**src/rtl/kuznechik_key_sched.sv**
```systemverilog
// Kuznechik key-schedule controller: loads a 256-bit master key, runs the
// external key generator, captures its five key pairs into a 10 x 128-bit
// round-key store and serves the round keys K1..K10 by index.
module kuznechik_key_sched #(
   parameter int unsigned TIMEOUT = 1024
) (
   input  logic         clk,
   input  logic         rst_n,
   input  logic         load_valid,
   input  logic [255:0] master_key,
   output logic         load_ready,
   output logic         kg_rst_n,
   output logic         kg_en,
   output logic [255:0] kg_master_key,
   input  logic [255:0] kg_round_keys,
   input  logic         kg_ready,
   input  logic         kg_full_ready,
   input  logic         rk_rd_en,
   input  logic [3:0]   rk_idx,
   output logic [127:0] rk_data,
   output logic         rk_data_valid,
   output logic         keys_valid,
   output logic         busy,
   output logic         error
);

   localparam int unsigned TMO_W = $clog2(TIMEOUT);

   typedef enum logic [2:0] {
      S_IDLE,
      S_LOAD,
      S_RUN,
      S_DONE,
      S_ERR
   } state_t;

   state_t           state, state_next;
   logic [2:0]       pair_cnt, pair_cnt_next;
   logic [TMO_W-1:0] tmo_cnt, tmo_cnt_next;
   logic             accept;
   logic             capture;
   logic [3:0]       even_idx;
   logic [3:0]       odd_idx;
   logic [127:0]     key_store [10];

   // State-decoded outputs and the load handshake
   always_comb begin
      load_ready = (state == S_IDLE) || (state == S_DONE) || (state == S_ERR);
      kg_rst_n   = (state == S_RUN);
      kg_en      = (state == S_RUN);
      busy       = (state == S_LOAD) || (state == S_RUN);
      keys_valid = (state == S_DONE);
      error      = (state == S_ERR);
      accept     = load_valid && load_ready;
      even_idx   = {pair_cnt, 1'b0};
      odd_idx    = {pair_cnt, 1'b1};
   end

   // Next-state, pair capture and timeout evaluation
   always_comb begin
      state_next    = state;
      pair_cnt_next = pair_cnt;
      tmo_cnt_next  = tmo_cnt;
      capture       = 1'b0;
      case (state)
         S_IDLE, S_DONE, S_ERR: begin
            if (accept) begin
               state_next    = S_LOAD;
               pair_cnt_next = '0;
               tmo_cnt_next  = '0;
            end
         end
         S_LOAD: begin
            state_next = S_RUN;
         end
         S_RUN: begin
            tmo_cnt_next = tmo_cnt + 1'b1;
            if (kg_ready && (pair_cnt >= 3'd5)) begin
               state_next = S_ERR;
            end else begin
               if (kg_ready) begin
                  capture       = 1'b1;
                  pair_cnt_next = pair_cnt + 3'd1;
               end
               // completion judges the count including this cycle's capture
               if (kg_full_ready) begin
                  state_next = (pair_cnt_next == 3'd5) ? S_DONE : S_ERR;
               end else if (tmo_cnt == TMO_W'(TIMEOUT - 1)) begin
                  state_next = S_ERR;
               end
            end
         end
         default: state_next = S_IDLE;
      endcase
   end

   // Control state, counters and the registered generator key
   always_ff @(posedge clk) begin
      if (!rst_n) begin
         state         <= S_IDLE;
         pair_cnt      <= '0;
         tmo_cnt       <= '0;
         kg_master_key <= '0;
      end else begin
         state    <= state_next;
         pair_cnt <= pair_cnt_next;
         tmo_cnt  <= tmo_cnt_next;
         if (accept) begin
            kg_master_key <= master_key;
         end
      end
   end

   // Round-key store; intentionally not cleared, keys_valid gates all reads
   always_ff @(posedge clk) begin
      if (rst_n && capture) begin
         key_store[even_idx] <= kg_round_keys[255:128];
         key_store[odd_idx]  <= kg_round_keys[127:0];
      end
   end

   // Registered read port; data holds when no read is issued
   always_ff @(posedge clk) begin
      if (!rst_n) begin
         rk_data       <= '0;
         rk_data_valid <= 1'b0;
      end else if (rk_rd_en) begin
         if (keys_valid && !accept && (rk_idx <= 4'd9)) begin
            rk_data       <= key_store[rk_idx];
            rk_data_valid <= 1'b1;
         end else begin
            rk_data       <= '0;
            rk_data_valid <= 1'b0;
         end
      end else begin
         rk_data_valid <= 1'b0;
      end
   end

endmodule

```
**config.mk**
```make
export PLATFORM = sky130hd
export DESIGN_NAME = kuznechik_key_sched
export DESIGN_NICKNAME = d
export VERILOG_FILES = /design/src/rtl/kuznechik_key_sched.sv
export SDC_FILE = /design/constraint.sdc
export NUM_CORES = 2
export LEC_CHECK = 0
export CAP_MARGIN = 20
export CORE_MARGIN = 2
export CORE_UTILIZATION = 35
export CTS_CLUSTER_SIZE = 30
export DETAILED_ROUTE_END_ITERATION = 8
export SLEW_MARGIN = 20
export SYNTH_ARGS = -nofsm -noshare
export SYNTH_HDL_FRONTEND = slang
export SYNTH_SLANG_ARGS = --single-unit
```
**constraint.sdc**
```tcl
create_clock -name clk -period 51.9 [get_ports clk]
set_clock_uncertainty 0.05 [all_clocks]
set_input_delay 12.975 -clock clk [delete_from_list [all_inputs] [get_ports clk]]
set_output_delay 12.975 -clock clk [all_outputs]
set_load 0.005 [all_outputs]
```
Word-level counts from Yosys, hierarchy flattened

Memory sizes are Yosys's and may differ from the RTL's.
Index checks and enable logic that the tools add are counted.
Widths: inputs -> output; s select.

$add $sub $neg: 2
Order comparisons: 2
Eq/ne operators: 9
Mux-type cells: 21
Reductions and logical operators: 16

Operator list:

| kind                  | number |
|---|---|
| $mux 128              | 1 |
| $mux 3                | 10 |
| $pmux 10 s2           | 1 |
| $add 10x1->10 const B | 1 |
| $eq 10x10->1 const B  | 1 |
| $mux 10               | 1 |
| $pmux 3 s3            | 1 |
| $eq 3x2->1 const B    | 2 |
| $eq 3x3->1 const B    | 2 |
| $mux 1                | 6 |
| $pmux 3 s2            | 1 |
| $reduce_and 2->1      | 3 |
| $logic_and 1x1->1     | 5 |
| $le 4x4->1 const B    | 1 |
| $ne 2x2->1 const B    | 2 |
| $ne 4x1->1 const B    | 1 |
| $add 3x1->3 const B   | 1 |
| $eq 3x1->1 const B    | 1 |
| $ge 3x3->1 const B    | 1 |
| $logic_not 3->1       | 1 |
| $logic_or 1x1->1      | 3 |
| $reduce_and 3->1      | 1 |
| $reduce_or 3->1       | 1 |
| $reduce_bool 2->1     | 1 |
| $logic_not 1->1       | 1 |

Register bits: 401
RAM bits: 1280
Input bits: 522
Output and inout bits: 391
Memories kept: 1

Memory list:

| name      | depth | width | read ports | clocked after Yosys merged registers in | write ports | RTL line | RTL |
|---|---|---|---|---|---|---|---|
| key_store | 10    | 128   | 1          | 0                                       | 2           | 44       | `logic [127:0] key_store [10];` |

Depth between registers and ports, before layout

Depth in word-level cells: 9
Gate-level depth with buffers: 7

Least setup slack after synthesis

No wires, ideal clock.

Path kind: in2reg
Start: input kg_ready
End: memory key_store[0][0] (enable)
Library setup time: 1.587 ns
Data arrival time: 39.288 ns
Required time: 50.263 ns
Slack: 10.975 ns
Cell stages on the path: 3
Cells stage by stage: clkbuf_1 nand2_1 nor4b_1

RTL lines:

| item               | RTL line | RTL |
|---|---|---|
| start: declaration | 16       | `input logic kg_ready,` |
| end: declaration   | 44       |  |

==> metrics.md <==
| Metric | Value |
|---|---|
| Die Y | 424 microns |
| Mapped Area | 0.0618 sq mm |
| Final Wtd Congestion | 0.870 |
| Pwr per Cell Area | 37.7 mW/mm^2 |
| GRT Overall Usage | 0.188 |
| Rows | 154 |
| Comb pwr share | 0.077 |
| Post-Route WL | 174000 microns |
| Final setup fails | 0 |
| Worst setup margin | 35.42 ns |
| Switching share of total power | 0.221 |
| Syn-to-layout area delta | 28.7% |
| Max rail drop VDD | 0.0404 mV |
| Max Freq | 60.7 MHz |
| Most frequent cell after synthesis | edfxtp_1 |
| Overall power | 3.00 mW |
| Num ports | 913 |
| CP Class | input pin to register |
| CTS max path bufs | 3 |
| Core ar. | 0.176 sq mm |
| Routed len/inst | 24.9 microns |
| Pre-CTS setup slack | 34.50 ns |
| Post-synth top cells | 1280 x edfxtp_1, 654 x nand2_1, 401 x dfxtp_1 |
| Int Pwr | 2.34 mW |
| Worst Setup End Kind | register |
| Die area | 0.180 sq mm |
| NetSw | 0.665 mW |
| Critical Path Fanout Max | 132 |
| Status | finished, final reports clean |
| Number of DRC markers in iteration 0 | 2366 |
| Port bufs | 912 |
| Cells on worst reg2reg path | 6 |
| Max-cap violations | 0 |
| Syn nets | 4079 |
| Final hold slack | 0.412 ns |
| CTS buffer count | 177 |
| HP Class | register to register |
| Share of cells above drive strength 1 | 0.127 |
| Total global routing overflow | 0 |
| Initial antenna violation count | 42 |
| Initial Util | 0.352 |
| First-pass GRT wire length | 249000 microns |
| Min cycle time layout | 16.48 ns |
| Area leader, netlist | edfxtp_1 |
| Library cells used by synthesis | 42 |
| Synthesized flop and latch total | 1681 |
| Worst EP arrival | 16.85 ns |
| CTS tree | yes |
| Sequential share of power | 0.495 |
| DR pass1 iterations | 7 |
| Top_reg_cell synth | edfxtp_1 |
| H-tree levels | 4 |
| Fin. Hold Viols | 0 |
| Vias | 34971 |
| Slew HR | 0.243 |
| Synthesis Warnings | 0 |
| Vias/cell | 5.01 |
| Static leakage | 26.3 nW |
| Critical path startpoint category | input pin |
| Synth Area per Inst | 17.4 sq um |
| Cts-stage hold buffer count | 0 |
| Worst slew pin tran | 1.14 ns |
| PostCTS Resize Cnt | 0 |
| Synth top area cells | edfxtp_1 62%, dfxtp_1 13%, mux4_2 9.3%, mux2i_1 4.2%, nand2_1 4.0% |
| Clock root buffer | clkbuf_16 |
| Clk pwr share | 0.428 |
| Final core occ | 0.453 |
| DR DRC count | 0 |
| TritonCTS Sinks | 1681 |
| Hold path cells | 2 |
| Vias in the first global route | 35597 |
| Postcts setup bufs | 0 |
| Number of synthesized flops with an enable pin | 1280 |
| Final period util | 0.317 |
| HPWL Detailed | 112000 microns |
| DRT antenna net count | 0 |
| Cells after Synth | 3554 |
| Slew Viols, Final | 0 |
| Top cell type's share of synthesized area | 0.622 |
| Die width | 424 microns |
| Setup repair after global routing missed its margin | no |
| Largest net degree at the start of global routing | 172 |
| Async set-or-reset flop fraction in the synthesized netlist | 0 |
| Clock Latency Late Sink | 0.83 ns |
| Crit path required time | 52.28 ns |
| Setup_tns | 0 ns |
| Sequential area share after synthesis | 0.752 |
| Nets | 4991 |
| Register clock-pin slew on the reported worst setup and hold paths | 0.06 ns |
power groups by stage:
| stage | Combinational, mW | Clock [mW] | Sequential [mW] |
|---|---|---|---|
| floorplan | 0.0926 | 0 | 1.52 |
| global placement | 0.232 | 0 | 1.51 |
| detailed placement | 0.233 | 0 | 1.51 |
| CTS | 0.234 | 1.32 | 1.49 |
| global route | 0.248 | 1.37 | 1.49 |
| finish | 0.231 | 1.29 | 1.49 |
critical path, cell delays in order:
cell and delay (ns):
buf_6 0.56, nand2_1 0.23, or4_1 0.46, nor3b_2 0.19
buf_4 0.62, buf_4 0.73, buf_4 0.83
cell usage in the layout, fill, tap and decap left out, types with 3 or more instances in the layout:
cell type,instances
o221ai_1,129
buf_4,35
mux4_2,256
clkinv_4,3
o21ai_0,11
dfxtp_1,401
a31oi_1,3
nor3_1,5
clkinv_1,18
clkinv_16,4
a21oi_1,4
clkbuf_1,46
nand2_1,653
o21a_1,5
clkbuf_8,26
mux2i_1,257
clkinv_8,3
nor2b_1,3
buf_6,3
clkbuf_16,181
nand3_1,8
bufinv_16,14
ha_1,3
clkinvlp_4,11
clkdlybuf4s50_1,908
edfxtp_1,1280
a21boi_0,261
inv_6,3
diode_2,14
nor2_1,8
inv_1,4
buf_12,7
clkinv_2,20
and3_1,3
nor3b_1,4
registers in the layout, summed over array words and instances (netlist names):
name / cells
key_store: 1280
kg_master_key: 256
rk_data: 128
tmo_cnt: 10
pair_cnt: 3
state: 3
rk_data_valid: 1
area by class of cell:
type,count,area [sq um]
multi-input cells,1646,14500
inverters,4,15.0
clock inverters,81,961
repair buffers,956,9570
fillers,15255,96200
diodes,14,35.0
flip-flops and latches,1681,46500
well taps,2340,2930
clock buffers,252,5050
path summary, 6_finish.rpt:
path                      from                end  slack (ns)
max                      rst_n   key_store[9][55]       35.42
min          kg_master_key[45]  kg_master_key[45]        0.41
max reg2reg           state[1]   key_store[9][55]       47.30
min reg2reg  kg_master_key[45]  kg_master_key[45]        0.41
stage by stage:
stage	std cells	cell area, sq um
after floorplan	3554	61800
after global placement	6627	73500
after detailed placement	6627	73500
after CTS	6960	79500
after global routing	6971	79500
final	6974	79500
metal layers:
layer	wire length, microns	part of all wire	vias up	global-route usage
met1	65800	0.38	17824	0.220
met5	113	0.00065	-	0
li1	-	-	15622	-
met4	6430	0.037	16	0.0733
met2	89800	0.52	1202	0.332
met3	11400	0.066	307	0.0457
logic make-up (layout without fill, tap and decap cells):
logic type | count (synthesis) | after routing | synth area share
AOI/OAI and AO/OA | 423 | 423 | 0.0534
adders and majority gates | 3 | 3 | 0.000607
buffers and inverters | 227 | 1293 | 0.0145
DFF | 1681 | 1681 | 0.752
muxes | 513 | 513 | 0.135
other | 0 | 14 | 0
and+or+nand+nor | 707 | 707 | 0.0449
No activity file was read; power rests on OpenSTA's default activity.
